File: src/rtl/cavlc_bis_scheduler.sv
// CAVLC bitstream scheduler: latches one encoder field bundle and emits its
// non-empty fields as right-aligned chunks (at most 32 bits) to a bitstream
// writer over a valid/ready handshake. Counts completed blocks.
//
// state | meaning
// IDLE  | waiting for a bundle, enc_ready=1
// CT    | emitting coeff_token
// T1    | emitting trailing-ones sign flags
// LVH   | emitting levelcode bits above bit 31
// LVL   | emitting levelcode bits 31..0
// TZ    | emitting total_zeros
// RB    | emitting run_before
// DONE  | one-cycle block completion, blk_done=1
module cavlc_bis_scheduler (
    input  logic        clk,
    input  logic        rst,
    input  logic        enc_valid,
    output logic        enc_ready,
    input  logic [15:0] coeff_token_code,
    input  logic [4:0]  coeff_token_bit,
    input  logic [2:0]  trailingones_code,
    input  logic [3:0]  trailingones_bit,
    input  logic [49:0] levelcode_code,
    input  logic [5:0]  levelcode_bit,
    input  logic [8:0]  totalzero_code,
    input  logic [3:0]  totalzero_bit,
    input  logic [24:0] runbefore_code,
    input  logic [4:0]  runbefore_bit,
    input  logic [4:0]  total_coeff_cnt,
    output logic        bs_valid,
    input  logic        bs_ready,
    output logic [31:0] bs_code,
    output logic [5:0]  bs_len,
    output logic        bs_last,
    output logic        blk_done,
    output logic [15:0] blk_cnt
);

    typedef enum logic [2:0] {
        IDLE = 3'd0,
        CT   = 3'd1,
        T1   = 3'd2,
        LVH  = 3'd3,
        LVL  = 3'd4,
        TZ   = 3'd5,
        RB   = 3'd6,
        DONE = 3'd7
    } state_t;

    state_t      state_q, state_d;
    logic [15:0] ct_code_q;
    logic [4:0]  ct_bit_q;
    logic [2:0]  t1_code_q;
    logic [3:0]  t1_bit_q;
    logic [49:0] lv_code_q;
    logic [5:0]  lv_bit_q;
    logic [8:0]  tz_code_q;
    logic [3:0]  tz_bit_q;
    logic [24:0] rb_code_q;
    logic [4:0]  rb_bit_q;
    logic [4:0]  tc_q;
    logic [15:0] blk_cnt_q, blk_cnt_d;

    logic [5:0]  ne_in, ne_q;
    state_t      nxt_chunk;
    logic [31:0] chunk_code;
    logic [5:0]  chunk_len;
    logic        chunk_valid, chunk_last, done_c, ready_c;

    // Bit k set when chunk k (CT,T1,LVH,LVL,TZ,RB order) carries any bits.
    // TZ is never coded for an all-zero block or a full block of 16 coeffs.
    function automatic logic [5:0] nonempty(input logic [4:0] ct_b, input logic [3:0] t1_b,
                                            input logic [5:0] lv_b, input logic [3:0] tz_b,
                                            input logic [4:0] rb_b, input logic [4:0] tc);
        logic [5:0] ne;
        ne[0] = (ct_b != 5'd0);
        ne[1] = (t1_b != 4'd0);
        ne[2] = (lv_b > 6'd32);
        ne[3] = (lv_b != 6'd0);
        ne[4] = (tz_b != 4'd0) && (tc != 5'd0) && (tc != 5'd16);
        ne[5] = (rb_b != 5'd0);
        return ne;
    endfunction

    // First non-empty chunk at index >= start, else DONE.
    function automatic state_t first_from(input logic [5:0] ne, input logic [2:0] start);
        state_t s;
        s = DONE;
        for (int k = 5; k >= 0; k--) begin
            if ((3'(k) >= start) && ne[k]) s = state_t'(3'(k + 1));
        end
        return s;
    endfunction

    // Clear any bits above the chunk length so the writer sees clean codes.
    function automatic logic [31:0] trim(input logic [31:0] c, input logic [5:0] len);
        logic [32:0] m;
        m = (33'd1 << len) - 33'd1;
        return c & m[31:0];
    endfunction

    assign ne_in = nonempty(coeff_token_bit, trailingones_bit, levelcode_bit,
                            totalzero_bit, runbefore_bit, total_coeff_cnt);
    assign ne_q  = nonempty(ct_bit_q, t1_bit_q, lv_bit_q, tz_bit_q, rb_bit_q, tc_q);

    // Next-state and chunk selection for the current state.
    always_comb begin
        state_d     = state_q;
        blk_cnt_d   = blk_cnt_q;
        ready_c     = 1'b0;
        chunk_valid = 1'b0;
        chunk_code  = 32'd0;
        chunk_len   = 6'd0;
        done_c      = 1'b0;
        nxt_chunk   = first_from(ne_q, state_q);
        case (state_q)
            IDLE: begin
                ready_c = 1'b1;
                if (enc_valid) state_d = first_from(ne_in, 3'd0);
            end
            CT: begin
                chunk_code = {16'd0, ct_code_q};
                chunk_len  = {1'b0, ct_bit_q};
            end
            T1: begin
                chunk_code = {29'd0, t1_code_q};
                chunk_len  = {2'd0, t1_bit_q};
            end
            LVH: begin
                chunk_code = {14'd0, lv_code_q[49:32]};
                chunk_len  = lv_bit_q - 6'd32;
            end
            LVL: begin
                chunk_code = lv_code_q[31:0];
                chunk_len  = (lv_bit_q > 6'd32) ? 6'd32 : lv_bit_q;
            end
            TZ: begin
                chunk_code = {23'd0, tz_code_q};
                chunk_len  = {2'd0, tz_bit_q};
            end
            RB: begin
                chunk_code = {7'd0, rb_code_q};
                chunk_len  = {1'b0, rb_bit_q};
            end
            DONE: begin
                done_c    = 1'b1;
                blk_cnt_d = blk_cnt_q + 16'd1;
                state_d   = IDLE;
            end
        endcase
        if (state_q != IDLE && state_q != DONE) begin
            chunk_valid = 1'b1;
            if (bs_ready) state_d = nxt_chunk;
        end
    end

    // Outputs are forced quiet while rst is high, even before the reset edge.
    assign enc_ready = ready_c & ~rst;
    assign bs_valid  = chunk_valid & ~rst;
    assign bs_code   = rst ? 32'd0 : trim(chunk_code, chunk_len);
    assign bs_len    = rst ? 6'd0 : chunk_len;
    assign bs_last   = chunk_valid & (nxt_chunk == DONE) & ~rst;
    assign blk_done  = done_c & ~rst;
    assign blk_cnt   = blk_cnt_q;

    // State, block counter and bundle latch; fields captured only on acceptance.
    always_ff @(posedge clk) begin
        if (rst) begin
            state_q   <= IDLE;
            blk_cnt_q <= 16'd0;
            ct_code_q <= '0;
            ct_bit_q  <= '0;
            t1_code_q <= '0;
            t1_bit_q  <= '0;
            lv_code_q <= '0;
            lv_bit_q  <= '0;
            tz_code_q <= '0;
            tz_bit_q  <= '0;
            rb_code_q <= '0;
            rb_bit_q  <= '0;
            tc_q      <= '0;
        end else begin
            state_q   <= state_d;
            blk_cnt_q <= blk_cnt_d;
            if (state_q == IDLE && enc_valid) begin
                ct_code_q <= coeff_token_code;
                ct_bit_q  <= coeff_token_bit;
                t1_code_q <= trailingones_code;
                t1_bit_q  <= trailingones_bit;
                lv_code_q <= levelcode_code;
                lv_bit_q  <= levelcode_bit;
                tz_code_q <= totalzero_code;
                tz_bit_q  <= totalzero_bit;
                rb_code_q <= runbefore_code;
                rb_bit_q  <= runbefore_bit;
                tc_q      <= total_coeff_cnt;
            end
        end
    end

endmodule

File: config.mk
export PLATFORM = sky130hd
export DESIGN_NAME = cavlc_bis_scheduler
export DESIGN_NICKNAME = d
export VERILOG_FILES = /design/src/rtl/cavlc_bis_scheduler.sv
export SDC_FILE = /design/constraint.sdc
export NUM_CORES = 1
export LEC_CHECK = 0
export ABC_AREA = 1
export CAP_MARGIN = 30
export CORE_ASPECT_RATIO = 2
export CORE_UTILIZATION = 45
export DETAILED_ROUTE_END_ITERATION = 8
export PLACE_DENSITY_LB_ADDON = 0.05
export SKIP_LAST_GASP = 1
export SYNTH_ARGS = -nofsm -noshare
export SYNTH_HDL_FRONTEND = slang
export SYNTH_SLANG_ARGS = --single-unit
File: constraint.sdc
create_clock -name clk -period 2.56 [get_ports clk]
set_input_delay 0.256 -clock clk [delete_from_list [all_inputs] [get_ports clk]]
set_output_delay 0.256 -clock clk [all_outputs]
set_load 0.01 [all_outputs]
# Yosys cells after proc, flatten, opt, wreduce, memory -nomap -nowiden
# Cells that the tools add are included.
dict set report op_classes {
  n_addsub 3
  reduce_logical 26
  eq_ne 11
  mux 24
  magnitude_cmp 8
  shift 1
  n_bitwise 7
}
# operator n
set ops {}
lappend ops {{$pmux W32 S6} 1}
lappend ops {{$pmux W6 S6} 1}
lappend ops {{$mux W3} 11}
lappend ops {{$and A32 B32 Y32} 1}
lappend ops {{$mux W32} 1}
lappend ops {{$shl A1 B6 Y32 const A} 1}
lappend ops {{$sub A32 B1 Y32 const B} 1}
lappend ops {{$reduce_bool A5 Y1} 6}
lappend ops {{$add A16 B1 Y16 const B} 1}
lappend ops {{$reduce_bool A4 Y1} 4}
lappend ops {{$eq A3 B3 Y1 const B} 5}
lappend ops {{$gt A6 B6 Y1 const B} 2}
lappend ops {{$logic_and A1 B1 Y1} 12}
lappend ops {{$mux W6} 2}
lappend ops {{$reduce_bool A6 Y1} 2}
lappend ops {{$ne A5 B5 Y1 const B} 2}
lappend ops {{$eq A3 B2 Y1 const B} 2}
lappend ops {{$ge A1 B3 Y1 const A} 2}
lappend ops {{$ge A2 B3 Y1 const A} 2}
lappend ops {{$ge A3 B3 Y1 const A} 2}
lappend ops {{$pmux W3 S2} 1}
lappend ops {{$sub A6 B6 Y6 const B} 1}
lappend ops {{$and A1 B1 Y1} 5}
lappend ops {{$mux W1} 5}
lappend ops {{other kinds (6)} 7}
dict set report totals {
  in_bits 136
  word_cells 93
  out_inout_bits 58
  regBits 151
}

# Longest topological paths before layout
# Gate-level depths: netlist (run 1).
dict set report logic_depth {
  word_depth 12
  mapped_depth 20
  mapped_depth_nobuf 19
}

# Worst setup path after synthesis (run 1)
# No wires, ideal clock.
dict set report synth_timing {
  path_type {reg-to-output}
  startpoint {register state_q[2]}
  endpoint {output port bs_code[10]}
  stages_incl_launch_ff 17
  required_time_ns 2.304
  path_slack_ns -0.222
  n_path_buf 1
  arrival_ns 2.526
  cell_sequence {dfxtp_1 > inv_2 > nand3_2 > inv_2 > nand2_1 > o21ai_1 > nor2_2 > buf_2 > inv_1 > nor2_1 > inv_1 > ha_1 > nand2_1 > nor2_4 > nand3_1 > nor2_1 > nor3_1}
}
dict set report synth_between {
  elab_chain_len 6
}
# element line_no
set synth_rtl {}
lappend synth_rtl {{start, declared} 50} ;# state_t state_q, state_d;
lappend synth_rtl {{start signal, assigned} 183} ;# state_q <= state_d;
lappend synth_rtl {{$eq A3 B3 Y1 (tied with other cells)} 116} ;# case (state_q)
lappend synth_rtl {{$pmux W6 S6} 116}
lappend synth_rtl {{$shl A1 B6 Y32} 98} ;# m = (33'd1 << len) - 33'd1;
lappend synth_rtl {{$sub A32 B1 Y32} 98}
lappend synth_rtl {{$and A32 B32 Y32 *} 99} ;# return c & m[31:0];
lappend synth_rtl {{$mux W32 *} 160} ;# assign bs_code = rst ? 32'd0 : trim(chunk_code, chunk_len);
lappend synth_rtl {{end, declared} 32} ;# output logic [31:0] bs_code,
# Mark *: on every way between the ends. The rest lies on a longest branch, timed or not.

# Final worst setup path (run 1)
dict set report layout_timing {
  startpoint {register state_q[0]}
  endpoint {output port bs_code[29]}
}
# Same word-level chain as after synthesis.

==> results of run 1 <==
==> placed cells by master (no fill, tap or decap), types with 8 or more instances in the layout <==
master,n
nand3_2,12
nor2_4,29
o21ai_0,96
inv_1,125
buf_4,183
nand3_1,30
clkbuf_16,17
nand4_1,28
nor3_1,14
dfxtp_1,147
a21oi_1,148
nor3_2,10
nand2_2,30
clkdlybuf4s50_1,151
inv_2,14
nand2_1,205
buf_6,36
nor2_2,25
nand3_4,8
nor2_1,47
o22ai_1,32
nand2_4,11
buf_2,27
==> worst max-delay path, stage by stage, from the launching register on <==
cell,delay (ns)
dfxtp_4,0.39
nor2_4,0.20
buf_6,0.13
nand4_1,0.13
nand4_1,0.17
nor2_4,0.10
inv_2,0.10
nor2_4,0.05
buf_4,0.12
buf_4,0.13
nor2_4,0.20
nand3_2,0.14
nor2_2,0.14
nand4_1,0.30
nor2_1,0.16
buf_2,0.15
==> logic make-up (layout without fill, tap and decap cells) <==
kind of cell / count (synthesis) / after routing
AO/OA/AOI/OAI: 315 / 315
adder cells (fa/ha/maj): 2 / 2
XOR/XNOR: 3 / 3
other: 0 / 1
AND/OR/NAND/NOR: 469 / 469
buffers and inverters: 205 / 586
flip-flops: 150 / 150
==> worst min path at each step <==
stage                             from            end  slack (ns)  cells after the start
CTS                 levelcode_code[22]  lv_code_q[22]        0.37                      3
finish              levelcode_code[22]  lv_code_q[22]        0.38                      3
floorplan                     bs_ready     state_q[0]        0.40                      2
detailed placement       lv_code_q[18]  lv_code_q[18]        0.44                      2
global placement          tz_code_q[7]   tz_code_q[7]        0.44                      2
global route        levelcode_code[22]  lv_code_q[22]        0.39                      3
==> area by class of cell <==
cell class / instances / area (um2) / area share
Multi-Input combinational cell: 789 / 4574 / 0.3628
Timing Repair Buffer: 412 / 3616 / 0.2868
Sequential cell: 150 / 3014 / 0.2391
Inverter: 142 / 548.0 / 0.04347
Clock buffer: 17 / 425.4 / 0.03374
Tap cell: 204 / 255.2 / 0.02025
Clock inverter: 14 / 163.9 / 0.01300
Timing Repair inverter: 1 / 7.507 / 0.0005955
Antenna cell: 1 / 2.502 / 0.0001985
==> per-layer routing <==
layer | part of all wire | GRT usage | wire length, um
met3 | 0.054 | 0.06495 | 1709
met5 | 0 | 0 | 0
met2 | 0.53 | 0.6607 | 16790
met4 | 0.089 | 0.3231 | 2842
met1 | 0.33 | 0.3170 | 10590
==> power by group through the flow <==
| stage | Clock (uW) | Sequential (uW) | Combinational (uW) |
|---|---|---|---|
| 6_report | 2520 | 3040 | 4970 |
| 3_5_place_dp | 0 | 3060 | 3760 |
| 5_1_grt | 2630 | 3080 | 5320 |
| 4_1_cts | 2530 | 3030 | 4510 |
| 3_3_place_gp | 0 | 3050 | 3710 |
| 2_1_floorplan | 0 | 2990 | 2110 |
==> state kept, by name (all words and copies together) (netlist names) <==
name	cells
lv_code_q	50
ct_code_q	16
ct_bit_q	5
state_q	3
tc_q	4
t1_code_q	3
tz_code_q	9
lv_bit_q	6
rb_code_q	25
t1_bit_q	4
rb_bit_q	5
blk_cnt	16
tz_bit_q	4
==> repair_timing <==
| item | in CTS | in global routing |
|---|---|---|
| endpoints found under the setup margin | 39 | 42 |
| pin swaps | 64 | 52 |
| gates resized for setup | 278 | 97 |
| cloned | 1 | 0 |
| hold buffers | 0 | 0 |
| endpoints found under the hold margin | 0 | 0 |
| setup buffers | 38 | 19 |
==> stage by stage <==
step                      worst slack [ns]  cell area, um2
after floorplan                    0.01603            7649
after global placement             -0.6712           10860
after detailed placement           -0.6977           10860
after CTS                          -0.5807           12230
after global routing               -0.8276           12600
final                              -0.7309           12610
==> impl_metrics.csv, run 1 <==
group,metric,value,unit
placed_design,place_congestion,1.043,
critical_path,worstReg2RegStart,"state_q[2]",
grt,antenna_found_initial,0,
synth,yosysMostFrequentCell,"nand2_1",
placed_design,portBuffers,192,
timing,clock.fmax,303.9,MHz
final_layout,fillers,1253,
detailed_routing,wl,31940,um
timing,slew_viol_final,0,
clock_tree,htreeDepth,4,
power,vdd_drop_max,578.1,uV
synth,synth_area_leaders,"dfxtp_1 40%, nand2_1 12%, a21oi_1 10%",
synth,yosysSeqAreaShare,0.3955,
synth,ys_types,39,
critical_path,crit_type,"flip-flop to output pin",
grt,grt_pass1_wl,46120,um
die,initial_utilization,0.4643,
critical_path,critPathCaptureType,"output pin",
synth,synthAdderAreaFrac,0.003296,
power,power.switching,4162,uW
worst_hold_path,hold_class,"input pin to flip-flop",
synth,async_reset_ff_frac,0,
die,die_area,17430,um2
detailed_routing,drt-initial-drc-count,691,
critical_path,crit_arrival,3.03,ns
timing,max_slew_margin,0.6313,
detailed_routing,vias,9423,
power,p_leak,0.005442,uW
clock_tree,clock_path_buffers,2,
grt,track_usage,0.3568,
synth,synth_flop_cell,"dfxtp_1",
timing,worstMarginPinSlew,0.5481,ns
clock_tree,cts_tree,"done",
power,p_comb_frac,0.472,
placed_design,dpl.cell_count,1645,
clock_tree,cts_root_buf,"clkbuf_16",
die,die_w,93.85,um
synth,synth_mux_area_frac,0,
synth,synth-xor-area-share,0.003461,
power,seqPwrFrac,0.289,
power,p_int,6362,uW
timing,fin_crit_sh,1.286,
synth,ys_top_cells_by_count,"243 x nand2_1, 152 x a21oi_1, 150 x dfxtp_1",
critical_path,cp-start-kind,"flip-flop",
grt,grt_overflow,0,
final_layout,fin_util,0.7710,
timing,grt_setup_unrepaired,"true",
timing,period_minus_slack,3.291,ns
synth,avgSynthCellArea,6.637,um2
synth,synth-compound-area-share,0.2241,
timing,hold_violations,0,
clock_tree,clk_pin_slew,0.06,ns
detailed_routing,routedWlPerCell,18.46,um
synth,yosysTopAreaCell,"dfxtp_1",
final_layout,fin_cells,1730,
outcome,violations,"setup timing",
die,fp.dieH,185.7,um
synth,syn_inst,1144,
run,drv_cap,0,
synth,synth_top_area_share,0.3955,
power,pwr_density_cell,834.8,nW/um2
synth,synth-simple-area-share,0.2696,
detailed_routing,viasPerCell,5.447,
timing,setup_tns,-16.23,ns
synth,synthesis.nets,1282,
grt,grt_start_max_net_pins,100,
outcome,outcome,"complete, but fails checks",
timing,setup_slack,-0.7309,ns
power,finalPower,10520,uW
power,clockPowerShare,0.239,
critical_path,crit_required,2.30,ns
critical_path,rr_worst_depth,15,
final_layout,final_nets,1651,
clock_tree,cts.sinks,150,
clock_tree,cts_made_buffers,17,
detailed_routing,drc_errors,0,
critical_path,worstPathMaxFanout,8,
die,rows,66,
critical_path,worstSetupEndpoint,"bs_code[29]",
die,core_region_area,16350,um2
synth,syn_area,7592,um2
grt,grt_pass1_vias,9146,
synth,synth_edf_count,0,
synth,synth_top_family_by_area,"simple AND/OR/NAND/NOR gates",
critical_path,r2r_end,"blk_cnt[15]",
placed_design,dp_hpwl,23150,um
detailed_routing,firstDrtPassIters,5,
synth,ys_ff_latch,150,
detailed_routing,ant_nets,0,
critical_path,crit_start,"state_q[0]",
timing,final-setup-viol-count,30,
final_layout,area_growth,66.05,%
power,p_sw_frac,0.3955,
timing,fin_skew,0.006821,ns
final_layout,drive_above_1_share,0.2977,
synth,yosysWarnings,0,
timing,timing.hold.ws,0.3809,ns
critical_path,reg2reg_slack,0.20,ns
clock_tree,insertion_delay,0.43,ns
die,io_pins,194,
No activity file was read; power rests on OpenSTA's default activity.
==> run 2: changes to the inputs <==
--- a/config.mk
+++ b/config.mk
@@ -9,7 +9,10 @@
 export CAP_MARGIN = 30
 export CORE_ASPECT_RATIO = 2
 export CORE_UTILIZATION = 45
+export CTS_BUF_LIST = sky130_fd_sc_hd__clkbuf_8 sky130_fd_sc_hd__clkbuf_16
+export CTS_CLUSTER_SIZE = 14
 export DETAILED_ROUTE_END_ITERATION = 8
+export HOLD_SLACK_MARGIN = 0.05
 export PLACE_DENSITY_LB_ADDON = 0.05
 export SKIP_LAST_GASP = 1
 export SYNTH_ARGS = -nofsm -noshare
==> results of run 2 <==
Final layout, timing and power as in run 1 (identical DEF).
